`src/rtl/prn_ram_loader.sv`:
```
// prn_ram_loader: unpacks a stream of code words into 1-bit PRN RAM writes.
// Each accepted WORD_W-bit word is written LSB-first, one bit per cycle, at
// incrementing addresses 0..length-1.
// Ports:
//   clk, resetn          clock, asynchronous active-low reset
//   start, abort         1-cycle control pulses
//   length               number of code bits to load (sampled on start)
//   s_data/s_valid       code word stream input
//   s_ready              word accepted this cycle (state decode)
//   ram_we/addr/din      registered RAM write port
//   busy                 load in progress (WAIT or SHIFT)
//   done                 1-cycle pulse after the last bit is written
//   err_len              1-cycle pulse when start carries an illegal length
module prn_ram_loader #(
  parameter int unsigned RAM_SIZE  = 10230,
  parameter int unsigned WORD_W    = 32,
  localparam int unsigned ADDR_BITS = $clog2(RAM_SIZE)
) (
  input  logic                 clk,
  input  logic                 resetn,
  input  logic                 start,
  input  logic                 abort,
  input  logic [13:0]          length,
  input  logic [WORD_W-1:0]    s_data,
  input  logic                 s_valid,
  output logic                 s_ready,
  output logic                 ram_we,
  output logic [ADDR_BITS-1:0] ram_addr,
  output logic                 ram_din,
  output logic                 busy,
  output logic                 done,
  output logic                 err_len
);

  localparam int unsigned LEN_W  = 14;
  localparam int unsigned WCNT_W = (WORD_W > 1) ? $clog2(WORD_W) : 1;

  localparam logic [1:0] S_IDLE  = 2'd0;
  localparam logic [1:0] S_WAIT  = 2'd1;
  localparam logic [1:0] S_SHIFT = 2'd2;
  localparam logic [1:0] S_FIN   = 2'd3;

  logic [1:0]           state_q, state_d;
  logic [LEN_W-1:0]     len_q, len_d;
  logic [LEN_W-1:0]     cnt_q, cnt_d;     // bits written so far
  logic [WCNT_W-1:0]    wcnt_q, wcnt_d;   // index of current bit within word
  logic [WORD_W-1:0]    shreg_q, shreg_d; // remaining bits of current word
  logic                 we_q, we_d;
  logic [ADDR_BITS-1:0] addr_q, addr_d;
  logic                 din_q, din_d;
  logic                 busy_q, busy_d;
  logic                 done_q, done_d;
  logic                 err_q, err_d;
  logic                 len_ok;

  assign len_ok = (length != '0) && (32'(length) <= RAM_SIZE);

  assign s_ready  = (state_q == S_WAIT);
  assign ram_we   = we_q;
  assign ram_addr = addr_q;
  assign ram_din  = din_q;
  assign busy     = busy_q;
  assign done     = done_q;
  assign err_len  = err_q;

  // State and datapath registers
  always_ff @(posedge clk or negedge resetn) begin
    if (!resetn) begin
      state_q <= S_IDLE;
      len_q   <= '0;
      cnt_q   <= '0;
      wcnt_q  <= '0;
      shreg_q <= '0;
      we_q    <= 1'b0;
      addr_q  <= '0;
      din_q   <= 1'b0;
      busy_q  <= 1'b0;
      done_q  <= 1'b0;
      err_q   <= 1'b0;
    end else begin
      state_q <= state_d;
      len_q   <= len_d;
      cnt_q   <= cnt_d;
      wcnt_q  <= wcnt_d;
      shreg_q <= shreg_d;
      we_q    <= we_d;
      addr_q  <= addr_d;
      din_q   <= din_d;
      busy_q  <= busy_d;
      done_q  <= done_d;
      err_q   <= err_d;
    end
  end

  // Next-state and next-output logic
  always_comb begin
    state_d = state_q;
    len_d   = len_q;
    cnt_d   = cnt_q;
    wcnt_d  = wcnt_q;
    shreg_d = shreg_q;
    we_d    = 1'b0;
    addr_d  = addr_q;
    din_d   = din_q;
    busy_d  = busy_q;
    done_d  = 1'b0;
    err_d   = 1'b0;

    if (abort) begin
      state_d = S_IDLE;
      busy_d  = 1'b0;
    end else begin
      case (state_q)
        S_IDLE: begin
          busy_d = 1'b0;
          if (start) begin
            if (len_ok) begin
              len_d   = length;
              cnt_d   = '0;
              state_d = S_WAIT;
              busy_d  = 1'b1;
            end else begin
              err_d = 1'b1;
            end
          end
        end
        S_WAIT: begin
          if (s_valid) begin
            // bit 0 goes straight to the write port; the rest is queued
            we_d    = 1'b1;
            addr_d  = ADDR_BITS'(cnt_q);
            din_d   = s_data[0];
            shreg_d = s_data >> 1;
            cnt_d   = cnt_q + LEN_W'(1);
            wcnt_d  = '0;
            state_d = S_SHIFT;
          end
        end
        S_SHIFT: begin
          if (cnt_q == len_q) begin
            // last bit is on the port now; any remaining word bits are dropped
            state_d = S_FIN;
            busy_d  = 1'b0;
            done_d  = 1'b1;
          end else if (wcnt_q == WCNT_W'(WORD_W - 1)) begin
            state_d = S_WAIT;
          end else begin
            we_d    = 1'b1;
            addr_d  = ADDR_BITS'(cnt_q);
            din_d   = shreg_q[0];
            shreg_d = shreg_q >> 1;
            cnt_d   = cnt_q + LEN_W'(1);
            wcnt_d  = wcnt_q + WCNT_W'(1);
          end
        end
        S_FIN: begin
          state_d = S_IDLE;
        end
        default: begin
          state_d = S_IDLE;
          busy_d  = 1'b0;
        end
      endcase
    end
  end

endmodule

```
`config.mk`:
```
export PLATFORM = sky130hd
export DESIGN_NAME = prn_ram_loader
export DESIGN_NICKNAME = d
export VERILOG_FILES = /design/src/rtl/prn_ram_loader.sv
export SDC_FILE = /design/constraint.sdc
export NUM_CORES = 1
export LEC_CHECK = 0
export ABC_CLOCK_PERIOD_IN_PS = 2340
export BUFFER_PORTS_ARGS = -buffer_cell sky130_fd_sc_hd__buf_2
export CAP_MARGIN = 0
export CORE_ASPECT_RATIO = 0.7
export CORE_MARGIN = 8
export CORE_UTILIZATION = 51
export DETAILED_ROUTE_END_ITERATION = 16
export GPL_TIMING_DRIVEN = 0
export MAX_ROUTING_LAYER = met4
export PLACE_DENSITY = 0.78
export SYNTH_ARGS = -nofsm -noshare
export SYNTH_HDL_FRONTEND = slang
export SYNTH_SLANG_ARGS = --single-unit
```
`constraint.sdc`:
```
create_clock -name clk -period 2.34 [get_ports clk]
set_input_delay 0.234 -clock clk [delete_from_list [all_inputs] [get_ports clk]]
set_output_delay 0.234 -clock clk [all_outputs]
set_load 0.02 [all_outputs]
```
==> out/results.txt <==
The element type at the critical path end was a flop. The tools report the final hold violation count as 0. The run gives 0.00821 ns as the largest clock skew in the final design. Summing all non-filler instances in the final layout gives an area of 0.00572 mm^2. The worst setup path is launched from a flop. The tools report the maximum number of buffers from clock root to sink as 2.

For the worst setup path, the data required time is 2.58 ns. The final global-route overflow total was 0. The synthesized design contains 0 enable-type register cells. The floorplan step defined a die boundary enclosing 0.0117 mm^2. At the end of the flow, the number of nets in the layout was 568. Using the TritonRoute via totals, the vias-per-cell ratio works out to 6.15. The number of sinks handled by clock tree synthesis is 85.

The number of synthesized register bits works out to 85. Summed instance area of the synthesized netlist: 0.00430 mm^2. For this run, the leading register cell type out of synthesis is sky130_fd_sc_hd__dfrtp_1. Count of buffers from port buffering: 70. For the worst-skew pair, the clock arrives at the later sink with an insertion delay of 0.35 ns. In this run the number of H-tree levels came out at 3. Synthesis produced a netlist with a net count of 462.

Leaving out fill and tap cells, the most frequent cell in the layout is sky130_fd_sc_hd__dfrtp_1. The count of nets left with antenna violations once routing finished came out at 0. 71 I/O pins were placed. The run finished, with violations left.

Of the synthesized area, sequential elements account for 49.4%. The floorplan step set the die height to 92.9 um. The number of instances on the worst hold path came out at 2. The number of search-and-repair iterations in the first detailed-routing pass is 5. Setup repair after global routing could not meet its margin everywhere. The placer congestion estimate came out at 0.892.

Area fraction in compound gates after synthesis: 17.2%. The layout overhead on the synthesized area is 32.8%. For this run, the number of standard cells in the final layout without fillers is 620.

For this run, the total global-route usage over all layers was measured as 20.5%. The clock slew at the register clock pins of the worst setup and hold paths is 0.06 ns, and the multi-input combinational cell area is 0.00228 mm^2. Subtracting the final worst setup slack from the clock period gives 2.44 ns.

In this run, distinct cell masters in the synthesized netlist total 47. The logs give -0.104 ns for the smallest setup slack after layout and 0 for the antenna diode instance count. Dividing the detail-routed wire length by the instance count gives 20.1 um. The standby leakage power is 2.59 nW. The floorplan step set the die width to 126 um. The final reports fail on negative setup slack.

The critical path in this run is classified as flop to flop. The worst hold path terminates at len_q[0]$_DFFE_PN0P_. Of the total synthesized cell area, the portion taken by AND, OR, NAND and NOR gates is 9.83%.

The initial antenna violation count is 0, and the number of max-slew violations in the final report is 0. Counting the fill cells in the layout gives 613. The signal on the critical path passes through inv_2 > ha_4 > buf_6 > o21ba_4 > and4_4 > a21oi_4 > or4_4 > buf_12 > buf_8 > o41ai_2. For this run, asynchronously set or reset flops after synthesis account for 100%. The worst slew margin relative to its limit came out at 44.6%. The first global-routing pass estimated 18,700 um of wire.

In the routed design, unresolved DRC markers number 0. The power per cell area was 1070 mW/mm^2; the worst vdd rail ir drop was 0.551 mV. The final route contains 3,810 vias. Across the run, the number of max-cap violations was 0. The root cell of the clock tree was sky130_fd_sc_hd__clkbuf_16. The run gives 581 as the total placed cells including tap cells. The first routing iteration left 328 violations. The critical register-to-register path startpoint was state_q[0]$_DFFE_PN0P_.

The startpoint identified for the worst hold timing path is length[0]. Entering global routing, the biggest net connects 66 pins. The class of the most critical hold timing path was input port to flop. The maximum fanout count along the critical path works out to 5. The largest individual stage delay along the critical path comes from the cell sky130_fd_sc_hd__or4_4. The core region is 0.00834 mm^2. The tools report the instance area after placement as 0.00482 mm^2. Static timing analysis puts the maximum clock frequency at 409 MHz. Wires add up to 12,400 um. The mean area per synthesized cell was 10.6 um^2. The floorplan has 28 rows. The biggest cell delay along the critical path is 0.58 ns, and the number of warnings reported in the yosys synthesis log is 0. After legalization and detailed placement, the total HPWL measured 7900 um. Combinational family with the most area after synthesis: compound AO/OA/AOI/OAI gates. Post-synthesis mux area share: 14.7%. The logs give 0.00213 mm^2 for the combined flip-flop and latch cell area and 2.68 ns for the critical path data arrival time. For flop-to-flop paths, the worst setup slack is -0.10 ns.

The final critical path takes up 104% of the cycle. After Yosys synthesis, full adders, half adders and majority gates account for 1.74% of the synthesized area. Endpoint of the worst-slack reg-to-reg timing path: cnt_q[12]$_DFFE_PN0P_. Summing the areas of all xor and xnor instances in the mapped netlist gives 2.85% of the synthesized area. The number of cells on the worst reg-to-reg path is 10.

The number of global-route vias before repair is 3,606, and the proportion of layout cells with a drive suffix above 1 is 38.1%. Setup violations remaining at the end of the flow were counted as 7. In the layout the commonest cells are 82 x sky130_fd_sc_hd__dfrtp_1, 80 x sky130_fd_sc_hd__o21ai_0, 74 x sky130_fd_sc_hd__buf_2. The initial utilization of the core area, before any placement, comes to 51.6%. Clock buffer count from CTS: 9. TritonCTS built the clock tree.

At the pin with the least slew margin, the transition time is 0.822 ns. Synthesis handed over a netlist of 405 instances.
==> registers in the layout (all words and copies together), names as in the netlist <==
name and flops:
wcnt_q 5, done 1, ram_addr 14, shreg_q 31, cnt_q 14, busy 1
ram_we 1, err_len 1, ram_din 1, state_q 2, len_q 14
==> power by group <==
part	switching [mW]	internal, mW	total (mW)
sequential	0.304	1.94	2.24
clock	0.590	1.04	1.63
combinational	1.23	1.02	2.26
==> cell usage after synthesis (all sizes together), types with 3 or more instances <==
master	instances	share of area, %
xor2	14	2.8
a21oi	5	0.58
nand2	12	1.0
or3	3	0.44
nand3	10	1.2
and3	4	0.58
nand4	3	0.44
nor3b	3	0.52
o21ai	81	9.4
buf	12	1.7
inv	8	0.70
and4	3	0.61
mux2i	34	7.9
nor4	6	0.87
and2	4	0.58
nor2	11	0.96
o41ai	15	3.1
ha	6	1.7
o31ai	8	1.4
dfrtp	85	49
nand2b	6	0.87
nor3	4	0.47
mux2	26	6.8
clkbuf	20	1.7
==> kinds of logic (layout without fill, tap and decap cells) <==
logic type      count (synthesis)  in the layout
compound gates                123            123
xor+xnor                       14             14
fa+ha+maj                       6              6
buf+inv                        41            151
flops                          85             85
mux                            60             60
simple gates                   76             76
==> through the flow <==
step	hold WS, ns	setup slack, ns	util (%)	power [mW]	setup TNS (ns)
floorplan	-0.0616	-0.00991	-	3.42	-0.0198
global placement	0.486	-0.314	57.4	3.83	-15.31
detailed placement	0.143	-0.339	57.8	3.95	-17.61
CTS	0.152	-0.106	65.2	5.75	-0.606
global route	0.167	-0.139	68.6	6.42	-1.32
finish	0.156	-0.104	68.6	6.13	-0.484
==> worst max-delay path by stage <==
stage / endpoint / startpoint / slack (ns) / cells after the start
floorplan: cnt_q[6]$_DFFE_PN0P_ / wcnt_q[0]$_DFFE_PN0P_ / -0.01 / 8
global placement: ram_addr[0]$_DFFE_PN0P_ / state_q[0]$_DFFE_PN0P_ / -0.31 / 9
detailed placement: ram_addr[0]$_DFFE_PN0P_ / state_q[0]$_DFFE_PN0P_ / -0.34 / 9
CTS: cnt_q[3]$_DFFE_PN0P_ / wcnt_q[1]$_DFFE_PN0P_ / -0.11 / 8
global route: cnt_q[12]$_DFFE_PN0P_ / state_q[0]$_DFFE_PN0P_ / -0.14 / 10
finish: cnt_q[12]$_DFFE_PN0P_ / state_q[0]$_DFFE_PN0P_ / -0.10 / 10
==> cell type report <==
cell class,instances,share of cell area [%]
Buffer,30,3.15
Inverter,9,0.591
Timing Repair Buffer,97,10.9
Clock buffer,9,3.94
Sequential cell,85,37.3
Tap cell,105,2.30
Clock inverter,6,1.97
Multi-Input combinational cell,279,39.9
==> metal layers <==
metal  vias to the layer above  share of wire (%)  track usage, %
met5                         -                  0               -
met3                        22                6.1            4.82
met1                      1915                 46            27.7
met4                         0                1.3            6.08
met2                       165                 47            30.3
li1                       1708                  -               -
==> critical path, delay by kind of cell, from the launching register on <==
family	cells	cell delay (ns)
AO/OA/AOI/OAI	3	0.40
adder cells (fa/ha/maj)	1	0.26
buffers and inverters	4	0.47
flip-flops	1	0.40
AND/OR/NAND/NOR	2	0.79
==> timing repair <==
action,CTS,global route
endpoints found under the hold margin,20,0
gates resized for setup,30,44
buffers inserted,9,15
hold buffers,1,0
endpoints found under the setup margin,74,56
pin swaps,8,9
cloned,1,0
No activity file was read; power rests on OpenSTA's default activity.
